[src/rtl/i2c_master_arbiter_pkg.sv]
`default_nettype none
// ============================================================================
// Module   : i2c_pkg
// Brief    : Shared types and width defaults for the I2C master arbiter.
// Revision : 1.0 - initial release
// ============================================================================
package i2c_pkg;

    localparam int DEF_DATA_WIDTH  = 8;
    localparam int DEF_ADDR_WIDTH  = DEF_DATA_WIDTH - 1;
    localparam int DEF_PRESC_WIDTH = 16;

    typedef enum logic [1:0] {
        IDLE      = 2'd0,
        LAUNCH    = 2'd1,
        WAIT_DONE = 2'd2,
        RELEASE   = 2'd3
    } arb_state_t;

    // Index width for a requester vector; never narrower than one bit.
    function automatic int req_idx_width(input int n);
        return (n > 1) ? $clog2(n) : 1;
    endfunction

endpackage
`default_nettype wire

[src/rtl/i2c_master_arbiter_if.sv]
`default_nettype none
// ============================================================================
// Module   : i2c_master_arbiter_if
// Brief    : Command/status bundle between the arbiter and one i2c_master.
// Revision : 1.0 - initial release
// ============================================================================
interface i2c_master_arbiter_if #(
    parameter int PRESC_WIDTH = 16,
    parameter int DATA_WIDTH  = 8
);

    logic                    m_en_o;
    logic [PRESC_WIDTH-1:0]  m_prescale_o;
    logic [DATA_WIDTH-1:0]   m_data_o;
    logic [DATA_WIDTH-2:0]   m_slave_addr_o;
    logic                    m_dir_o;
    logic                    m_busy_i;

    // Arbiter side drives the command fields and watches busy.
    modport master (
        output m_en_o,
        output m_prescale_o,
        output m_data_o,
        output m_slave_addr_o,
        output m_dir_o,
        input  m_busy_i
    );

    modport slave (
        input  m_en_o,
        input  m_prescale_o,
        input  m_data_o,
        input  m_slave_addr_o,
        input  m_dir_o,
        output m_busy_i
    );

endinterface
`default_nettype wire

[src/rtl/i2c_master_arbiter_rr_pick.sv]
`default_nettype none
// ============================================================================
// Module   : rr_pick
// Brief    : Combinational round-robin picker: first request at/after ptr.
// Revision : 1.0 - initial release
// ============================================================================
module rr_pick
    import i2c_pkg::*;
#(
    parameter int REQ_NUM   = 4,
    parameter int IDX_WIDTH = req_idx_width(REQ_NUM)
) (
    input  logic [REQ_NUM-1:0]   req_i,
    input  logic [IDX_WIDTH-1:0] ptr_i,
    output logic                 valid_o,
    output logic [IDX_WIDTH-1:0] idx_o,
    output logic [REQ_NUM-1:0]   gnt_o
);

    localparam logic [IDX_WIDTH:0] c_req_num = (IDX_WIDTH+1)'(REQ_NUM);

    logic [2*REQ_NUM-1:0] w_req_dbl;
    logic [REQ_NUM-1:0]   w_rot;
    logic [IDX_WIDTH-1:0] w_off;
    logic [IDX_WIDTH:0]   w_sum;

    // Doubling the vector turns the wrap-around search into a plain slice.
    assign w_req_dbl = {req_i, req_i};
    assign w_rot     = w_req_dbl[ptr_i +: REQ_NUM];
    assign valid_o   = |req_i;

    always_comb begin
        w_off = '0;
        for (int j = REQ_NUM - 1; j >= 0; j--) begin
            if (w_rot[j]) begin
                w_off = IDX_WIDTH'(j);
            end
        end
    end

    assign w_sum = {1'b0, ptr_i} + {1'b0, w_off};
    assign idx_o = (w_sum >= c_req_num) ? IDX_WIDTH'(w_sum - c_req_num)
                                        : w_sum[IDX_WIDTH-1:0];

    always_comb begin
        gnt_o = '0;
        if (valid_o) begin
            gnt_o[idx_o] = 1'b1;
        end
    end

endmodule
`default_nettype wire

[src/rtl/i2c_master_arbiter.sv]
`default_nettype none
// ============================================================================
// Module   : i2c_master_arbiter
// Brief    : Round-robin sharing of one i2c_master among REQ_NUM requesters.
// Revision : 1.0 - initial release
// ============================================================================
module i2c_master_arbiter
    import i2c_pkg::*;
#(
    parameter int REQ_NUM       = 4,
    parameter int PRESC_WIDTH   = DEF_PRESC_WIDTH,
    parameter int DATA_WIDTH    = DEF_DATA_WIDTH,
    parameter int TIMEOUT_WIDTH = 20
) (
    input  logic                             clk_i,
    input  logic                             a_rst_n_i,
    input  logic [PRESC_WIDTH-1:0]           prescale_i,
    input  logic [TIMEOUT_WIDTH-1:0]         timeout_i,
    input  logic [REQ_NUM-1:0]               req_i,
    input  logic [REQ_NUM*(DATA_WIDTH-1)-1:0] req_addr_i,
    input  logic [REQ_NUM*DATA_WIDTH-1:0]    req_data_i,
    input  logic [REQ_NUM-1:0]               req_dir_i,
    output logic [REQ_NUM-1:0]               gnt_o,
    output logic [REQ_NUM-1:0]               done_o,
    output logic [REQ_NUM-1:0]               err_o,
    output logic                             busy_o,
    i2c_master_arbiter_if.master             m_bus
);

    localparam int ADDR_WIDTH    = DATA_WIDTH - 1;
    localparam int REQ_IDX_WIDTH = req_idx_width(REQ_NUM);
    localparam logic [REQ_IDX_WIDTH-1:0] c_last_idx = REQ_IDX_WIDTH'(REQ_NUM - 1);

    arb_state_t                r_state, w_next_state;
    logic [REQ_IDX_WIDTH-1:0]  r_ptr, w_ptr_nxt;
    logic [REQ_IDX_WIDTH-1:0]  r_idx, w_idx_nxt;
    logic [TIMEOUT_WIDTH-1:0]  r_wdog, w_wdog_nxt;
    logic [REQ_NUM-1:0]        r_gnt, w_gnt_nxt;
    logic [REQ_NUM-1:0]        r_done, w_done_nxt;
    logic [REQ_NUM-1:0]        r_err, w_err_nxt;
    logic                      r_busy, w_busy_nxt;
    logic                      r_m_en, w_m_en_nxt;
    logic                      r_m_dir, w_m_dir_nxt;
    logic [PRESC_WIDTH-1:0]    r_m_prescale, w_m_prescale_nxt;
    logic [DATA_WIDTH-1:0]     r_m_data, w_m_data_nxt;
    logic [ADDR_WIDTH-1:0]     r_m_addr, w_m_addr_nxt;

    logic                      w_pick_valid;
    logic [REQ_IDX_WIDTH-1:0]  w_pick_idx;
    logic [REQ_NUM-1:0]        w_pick_gnt;
    logic                      w_active;
    logic                      w_timeout_hit;

    logic [ADDR_WIDTH-1:0]     w_addr_arr [REQ_NUM];
    logic [DATA_WIDTH-1:0]     w_data_arr [REQ_NUM];

    for (genvar k = 0; k < REQ_NUM; k++) begin : g_unpack
        assign w_addr_arr[k] = req_addr_i[k*ADDR_WIDTH +: ADDR_WIDTH];
        assign w_data_arr[k] = req_data_i[k*DATA_WIDTH +: DATA_WIDTH];
    end

    rr_pick #(
        .REQ_NUM   (REQ_NUM),
        .IDX_WIDTH (REQ_IDX_WIDTH)
    ) u_rr_pick (
        .req_i   (req_i),
        .ptr_i   (r_ptr),
        .valid_o (w_pick_valid),
        .idx_o   (w_pick_idx),
        .gnt_o   (w_pick_gnt)
    );

    assign w_active      = (r_state == LAUNCH) || (r_state == WAIT_DONE);
    // A zero limit disables the watchdog; the limit wins over a busy edge.
    assign w_timeout_hit = w_active && (timeout_i != '0) &&
                           (r_wdog == timeout_i - TIMEOUT_WIDTH'(1));

    always_ff @(posedge clk_i or negedge a_rst_n_i) begin
        if (!a_rst_n_i) begin
            r_state      <= IDLE;
            r_ptr        <= '0;
            r_idx        <= '0;
            r_wdog       <= '0;
            r_gnt        <= '0;
            r_done       <= '0;
            r_err        <= '0;
            r_busy       <= 1'b0;
            r_m_en       <= 1'b0;
            r_m_dir      <= 1'b0;
            r_m_prescale <= '0;
            r_m_data     <= '0;
            r_m_addr     <= '0;
        end else begin
            r_state      <= w_next_state;
            r_ptr        <= w_ptr_nxt;
            r_idx        <= w_idx_nxt;
            r_wdog       <= w_wdog_nxt;
            r_gnt        <= w_gnt_nxt;
            r_done       <= w_done_nxt;
            r_err        <= w_err_nxt;
            r_busy       <= w_busy_nxt;
            r_m_en       <= w_m_en_nxt;
            r_m_dir      <= w_m_dir_nxt;
            r_m_prescale <= w_m_prescale_nxt;
            r_m_data     <= w_m_data_nxt;
            r_m_addr     <= w_m_addr_nxt;
        end
    end

    always_comb begin
        w_next_state = r_state;
        case (r_state)
            IDLE: begin
                if (w_pick_valid) begin
                    w_next_state = LAUNCH;
                end
            end
            LAUNCH: begin
                if (w_timeout_hit) begin
                    w_next_state = RELEASE;
                end else if (m_bus.m_busy_i) begin
                    w_next_state = WAIT_DONE;
                end
            end
            WAIT_DONE: begin
                if (w_timeout_hit || !m_bus.m_busy_i) begin
                    w_next_state = RELEASE;
                end
            end
            RELEASE: begin
                w_next_state = IDLE;
            end
            default: begin
                w_next_state = IDLE;
            end
        endcase
    end

    always_comb begin
        w_ptr_nxt        = r_ptr;
        w_idx_nxt        = r_idx;
        w_wdog_nxt       = r_wdog;
        w_gnt_nxt        = r_gnt;
        w_done_nxt       = '0;
        w_err_nxt        = '0;
        w_m_en_nxt       = r_m_en;
        w_m_dir_nxt      = r_m_dir;
        w_m_prescale_nxt = r_m_prescale;
        w_m_data_nxt     = r_m_data;
        w_m_addr_nxt     = r_m_addr;
        w_busy_nxt       = (w_next_state != IDLE);
        case (r_state)
            IDLE: begin
                if (w_pick_valid) begin
                    w_idx_nxt        = w_pick_idx;
                    w_gnt_nxt        = w_pick_gnt;
                    w_wdog_nxt       = '0;
                    w_m_en_nxt       = 1'b1;
                    w_m_dir_nxt      = req_dir_i[w_pick_idx];
                    w_m_prescale_nxt = prescale_i;
                    w_m_data_nxt     = w_data_arr[w_pick_idx];
                    w_m_addr_nxt     = w_addr_arr[w_pick_idx];
                end
            end
            LAUNCH, WAIT_DONE: begin
                w_wdog_nxt = r_wdog + TIMEOUT_WIDTH'(1);
                if (w_next_state == RELEASE) begin
                    w_gnt_nxt  = '0;
                    w_m_en_nxt = 1'b0;
                    if (w_timeout_hit) begin
                        w_err_nxt = r_gnt;
                    end else begin
                        w_done_nxt = r_gnt;
                    end
                    w_ptr_nxt = (r_idx == c_last_idx) ? '0 : r_idx + REQ_IDX_WIDTH'(1);
                end
            end
            default: begin
            end
        endcase
    end

    assign gnt_o                = r_gnt;
    assign done_o               = r_done;
    assign err_o                = r_err;
    assign busy_o               = r_busy;
    assign m_bus.m_en_o         = r_m_en;
    assign m_bus.m_prescale_o   = r_m_prescale;
    assign m_bus.m_data_o       = r_m_data;
    assign m_bus.m_slave_addr_o = r_m_addr;
    assign m_bus.m_dir_o        = r_m_dir;

endmodule
`default_nettype wire

[src/flat_wrapper.sv]
// flat-port wrapper written by rule: the top's interface ports become plain ports
module i2c_master_arbiter_flat import i2c_pkg::*;
#(
    parameter int REQ_NUM       = 4,
    parameter int PRESC_WIDTH   = DEF_PRESC_WIDTH,
    parameter int DATA_WIDTH    = DEF_DATA_WIDTH,
    parameter int TIMEOUT_WIDTH = 20
)
  (clk_i, a_rst_n_i, prescale_i, timeout_i, req_i, req_addr_i, req_data_i, req_dir_i, gnt_o, done_o, err_o, busy_o, m_bus_m_en_o, m_bus_m_prescale_o, m_bus_m_data_o, m_bus_m_slave_addr_o, m_bus_m_dir_o, m_bus_m_busy_i);
  i2c_master_arbiter_if #(.PRESC_WIDTH(PRESC_WIDTH), .DATA_WIDTH(DATA_WIDTH)) m_bus_i ();
  input  logic clk_i;
  input  logic a_rst_n_i;
  input  logic [PRESC_WIDTH-1:0] prescale_i;
  input  logic [TIMEOUT_WIDTH-1:0] timeout_i;
  input  logic [REQ_NUM-1:0] req_i;
  input  logic [REQ_NUM*(DATA_WIDTH-1)-1:0] req_addr_i;
  input  logic [REQ_NUM*DATA_WIDTH-1:0] req_data_i;
  input  logic [REQ_NUM-1:0] req_dir_i;
  output logic [REQ_NUM-1:0] gnt_o;
  output logic [REQ_NUM-1:0] done_o;
  output logic [REQ_NUM-1:0] err_o;
  output logic busy_o;
  output wire logic [$bits(m_bus_i.m_en_o)-1:0] m_bus_m_en_o;
  output wire logic [$bits(m_bus_i.m_prescale_o)-1:0] m_bus_m_prescale_o;
  output wire logic [$bits(m_bus_i.m_data_o)-1:0] m_bus_m_data_o;
  output wire logic [$bits(m_bus_i.m_slave_addr_o)-1:0] m_bus_m_slave_addr_o;
  output wire logic [$bits(m_bus_i.m_dir_o)-1:0] m_bus_m_dir_o;
  input wire logic [$bits(m_bus_i.m_busy_i)-1:0] m_bus_m_busy_i;
  assign m_bus_m_en_o = m_bus_i.m_en_o;
  assign m_bus_m_prescale_o = m_bus_i.m_prescale_o;
  assign m_bus_m_data_o = m_bus_i.m_data_o;
  assign m_bus_m_slave_addr_o = m_bus_i.m_slave_addr_o;
  assign m_bus_m_dir_o = m_bus_i.m_dir_o;
  assign m_bus_i.m_busy_i = m_bus_m_busy_i;
  i2c_master_arbiter #(.REQ_NUM(REQ_NUM), .PRESC_WIDTH(PRESC_WIDTH), .DATA_WIDTH(DATA_WIDTH), .TIMEOUT_WIDTH(TIMEOUT_WIDTH)) u_core (.clk_i(clk_i), .a_rst_n_i(a_rst_n_i), .prescale_i(prescale_i), .timeout_i(timeout_i), .req_i(req_i), .req_addr_i(req_addr_i), .req_data_i(req_data_i), .req_dir_i(req_dir_i), .gnt_o(gnt_o), .done_o(done_o), .err_o(err_o), .busy_o(busy_o), .m_bus(m_bus_i));
endmodule
[config.mk]
export PLATFORM = sky130hd
export DESIGN_NAME = i2c_master_arbiter_flat
export DESIGN_NICKNAME = d
export VERILOG_FILES = /design/src/rtl/i2c_master_arbiter_pkg.sv /design/src/rtl/i2c_master_arbiter_if.sv /design/src/rtl/i2c_master_arbiter_rr_pick.sv /design/src/rtl/i2c_master_arbiter.sv /design/src/flat_wrapper.sv
export SDC_FILE = /design/constraint.sdc
export NUM_CORES = 1
export LEC_CHECK = 0
export ABC_AREA = 1
export CAP_MARGIN = 20
export CORE_MARGIN = 2
export CORE_UTILIZATION = 38
export DETAILED_ROUTE_END_ITERATION = 16
export PLACE_DENSITY_LB_ADDON = 0.3
export SETUP_SLACK_MARGIN = 0.2
export SLEW_MARGIN = 40
export SYNTH_ARGS = -nofsm -noshare
export SYNTH_HDL_FRONTEND = slang
export SYNTH_HIERARCHICAL = 1
export SYNTH_SLANG_ARGS = --single-unit
[constraint.sdc]
create_clock -name clk_i -period 5.59 [get_ports clk_i]
set_clock_uncertainty 0.05 [all_clocks]
set_input_delay 0.8385 -clock clk_i [delete_from_list [all_inputs] [get_ports clk_i]]
set_output_delay 0.8385 -clock clk_i [all_outputs]
set_load 0.005 [all_outputs]
==> impl_metrics.toml <==
[die]
core_area_um2 = 12000
dieArea_um2 = 13200
start_util_pct = 38.9
rows = 40
die_height_um = 115
die_x_um = 115
pin_count = 153

[routing]
drc = 0
ant_nets = 0
num_vias = 4675
viasPerCell = 4.79
drtPass1Iterations = 6
wl_per_cell_um = 13.1
wirelength_um = 12800
drt-initial-drc-count = 268

[logic_synthesis]
avgSynthCellArea_um2 = 6.88
syn-instance-count = 678
synth.top_cell.area_share_pct = 38.6
synth_seq_area_share_pct = 38.6
synthTopCellsByArea = "dfrtp_1 (39%), nand2_1 (15%), nor2_1 (11%), o21ai_0 (5.1%), inv_1 (4.6%)"
yosys.area.top_type = "dfrtp_1"
synth-seq-cells = 72
synth_fp_nets = 793
synth_cell_types = 35
ys_warn_count = 6
netlist_area_um2 = 4670

[timing]
tightest_slew_ps = 742
drv_slew = 0
maxSlewHeadroom_pct = 50.3
setup_violations = 0
fin_crit_ps = 3510
fin_crit_sh_pct = 62.9
rsz0062_at_grt = "no"
setup_tns_ps = 0
max_freq_ghz = 0.285
hold_viol_final = 0

[global_route]
grtUsageMet2_pct = 33.3
grt_pass1_vias = 4510
grt_max_degree = 73
grt_usage_pct = 20.4
grt.busiest_layer = "met2"
met1_usage_pct = 25.4
antenna_found_initial = 0
grt_overflow = 0
use_met3_pct = 7.27
grt_pass1_wl_um = 21200

[finish]
areaGrowthSynthToFinish_pct = 41.7
final_cell_area_um2 = 6610
nets = 940
diodes = 0
layout-drive-gt1-share_pct = 7.71

[worst_setup_path]
crit_type = "input pin to flop"
reg2reg_slack_ps = 2560
r2r-start = "u_core/r_ptr[0]"
reg2reg_depth = 11
end_kind = "flop"
cp-start-kind = "input pin"
worstPathArrival_ps = 3660
worstSetupEndpoint = "u_core/m_bus.m_slave_addr_o[0]"
cp-startpoint = "req_i[1]"
cp_data_required_time_ps = 5740
reg2reg_to = "u_core/m_bus.m_slave_addr_o[0]"
worstPathMaxFanout = 35

[clock_tree]
clkSinkCount = 72
post_cts_buffers = 0
ctsResizeCount = 0
insertion_delay_ps = 330
cts_root_buffer = "clkbuf_16"
cts.path.max_buffers = 2
cts_tree = "built"
ctsHoldBuffers = 0
cts_buffers = 9
h-tree-depth = 3
path_clk_slew_ps = 60

[power]
power_density_nw_per_um2 = 455
internal_power_mw = 1.71
p_total_mw = 3.01
combPwrFrac_pct = 55.5
clockPowerShare_pct = 17.7
leakage_nw = 3.09
peakVddDrop_uv = 227
p_sw_mw = 1.30
sw_frac_of_total_pct = 43.2
pwr-share-seq_pct = 26.8

[placement]
portBuffers = 152
post-dp-hpwl_um = 9910
placed_area_um2 = 6330
place.gp.congestion = 0.820

[job]
cap_viol_max_count = 0

[outcome]
status = "completed"

[min_path]
min_path_type = "flop to flop"
[through the flow]
step                      hold slack (ps)  utilization [%]  std cells  worst slack [ps]
after global placement                411             52.7        961              1960
after CTS                             431             55.1        977              2230
after detailed placement              415             52.7        961              1900
final                                 429             55.1        977              2080
after floorplan                       403                -        678              2670
after global routing                  449             55.1        977              1820
[worst max-delay path, stage by stage]
cell and delay [ps]:
clkdlybuf4s50_1 510, nand2_1 90, nand3_1 100, nand2_1 70
nand3_1 70, a21boi_0 80, ha_1 280, buf_4 330
clkinv_1 690, o21ai_0 440, a31oi_1 130
[kinds of logic after synthesis]
kind of cell    after synthesis  share of synthesized area [%]
simple gates                412                           39.0
compound gates               86                           10.2
buf+inv                      82                           6.62
flops                        72                           38.6
xor+xnor                     18                           3.38
fa+ha+maj                     8                           2.14
[registers in the layout, summed over array words and instances, names as in the netlist, 4 cells and up]
signal,count
u_core/m_bus.m_slave_addr_o,7
u_core/r_wdog,20
u_core/gnt_o,4
u_core/done_o,4
u_core/m_bus.m_data_o,8
u_core/err_o,4
u_core/m_bus.m_prescale_o,16
[worst min path at each step]
stage / from / end / cells past startpoint
6_report: u_core/m_bus.m_prescale_o[11] / u_core/m_bus.m_prescale_o[11] / 2
3_5_place_dp: u_core/m_bus.m_prescale_o[15] / u_core/m_bus.m_prescale_o[15] / 2
3_3_place_gp: u_core/m_bus.m_prescale_o[13] / u_core/m_bus.m_prescale_o[13] / 2
5_1_grt: u_core/m_bus.m_prescale_o[4] / u_core/m_bus.m_prescale_o[4] / 2
4_1_cts: u_core/m_bus.m_prescale_o[7] / u_core/m_bus.m_prescale_o[7] / 2
2_1_floorplan: u_core/r_wdog[19] / u_core/r_wdog[19] / 1
[synth_stat cells (all sizes together)]
master / instances
a211oi: 2
a21boi: 1
a21oi: 16
a31oi: 16
and2: 1
clkbuf: 20
clkinv: 2
dfrtp: 72
ha: 8
inv: 60
nand2: 206
nand3: 32
nand3b: 2
nand4: 4
nor2: 154
nor3: 9
nor4: 3
o211a: 1
o21ai: 49
o21bai: 1
or2: 1
xnor2: 8
xor2: 10
[power groups by stage]
stage	Combinational, mW	Clock (mW)	Sequential [mW]
6_report	1.67	0.533	0.806
5_1_grt	1.89	0.571	0.828
4_1_cts	1.69	0.551	0.809
3_5_place_dp	1.68	0	0.811
3_3_place_gp	1.66	0	0.815
2_1_floorplan	1.06	0	0.801
[metal layers]
layer | share of wire (%) | vias up | wire (um)
met5 | 0 | - | 0
met4 | 1.6 | 0 | 211
met3 | 7.9 | 18 | 1020
met2 | 47 | 153 | 5990
met1 | 44 | 2056 | 5620
li1 | - | 2448 | -
[cell usage in the layout, fill, tap and decap left out, types with 2 or more instances in the layout]
cell type,netlist,final
nand2_4,4,4
clkinv_2,1,4
inv_2,3,3
clkinv_1,1,2
nor2_1,139,139
nor2_8,2,2
nor4_2,2,2
nand2_1,189,189
a211oi_1,2,2
inv_1,57,56
nand4_1,4,4
xor2_1,10,10
xnor2_1,8,8
clkdlybuf4s50_1,0,151
nand3b_1,2,2
a31oi_1,16,16
o21ai_0,48,48
nor3_1,8,8
clkbuf_16,0,9
ha_1,8,8
a21oi_1,16,16
nand3_1,30,30
buf_4,0,4
nor2_4,6,6
nand2_2,13,13
nor2_2,7,7
dfrtp_1,72,72
clkbuf_8,0,2
[area by class of cell]
type | instances | area (um2)
clock inverters | 5 | 31.3
fillers | 1162 | 5400
inverters | 62 | 234
repair buffers | 156 | 1550
well taps | 147 | 184
multi-input cells | 524 | 2560
clock buffers | 11 | 253
flip-flops and latches | 72 | 1800
No activity file was read; power rests on OpenSTA's default activity.
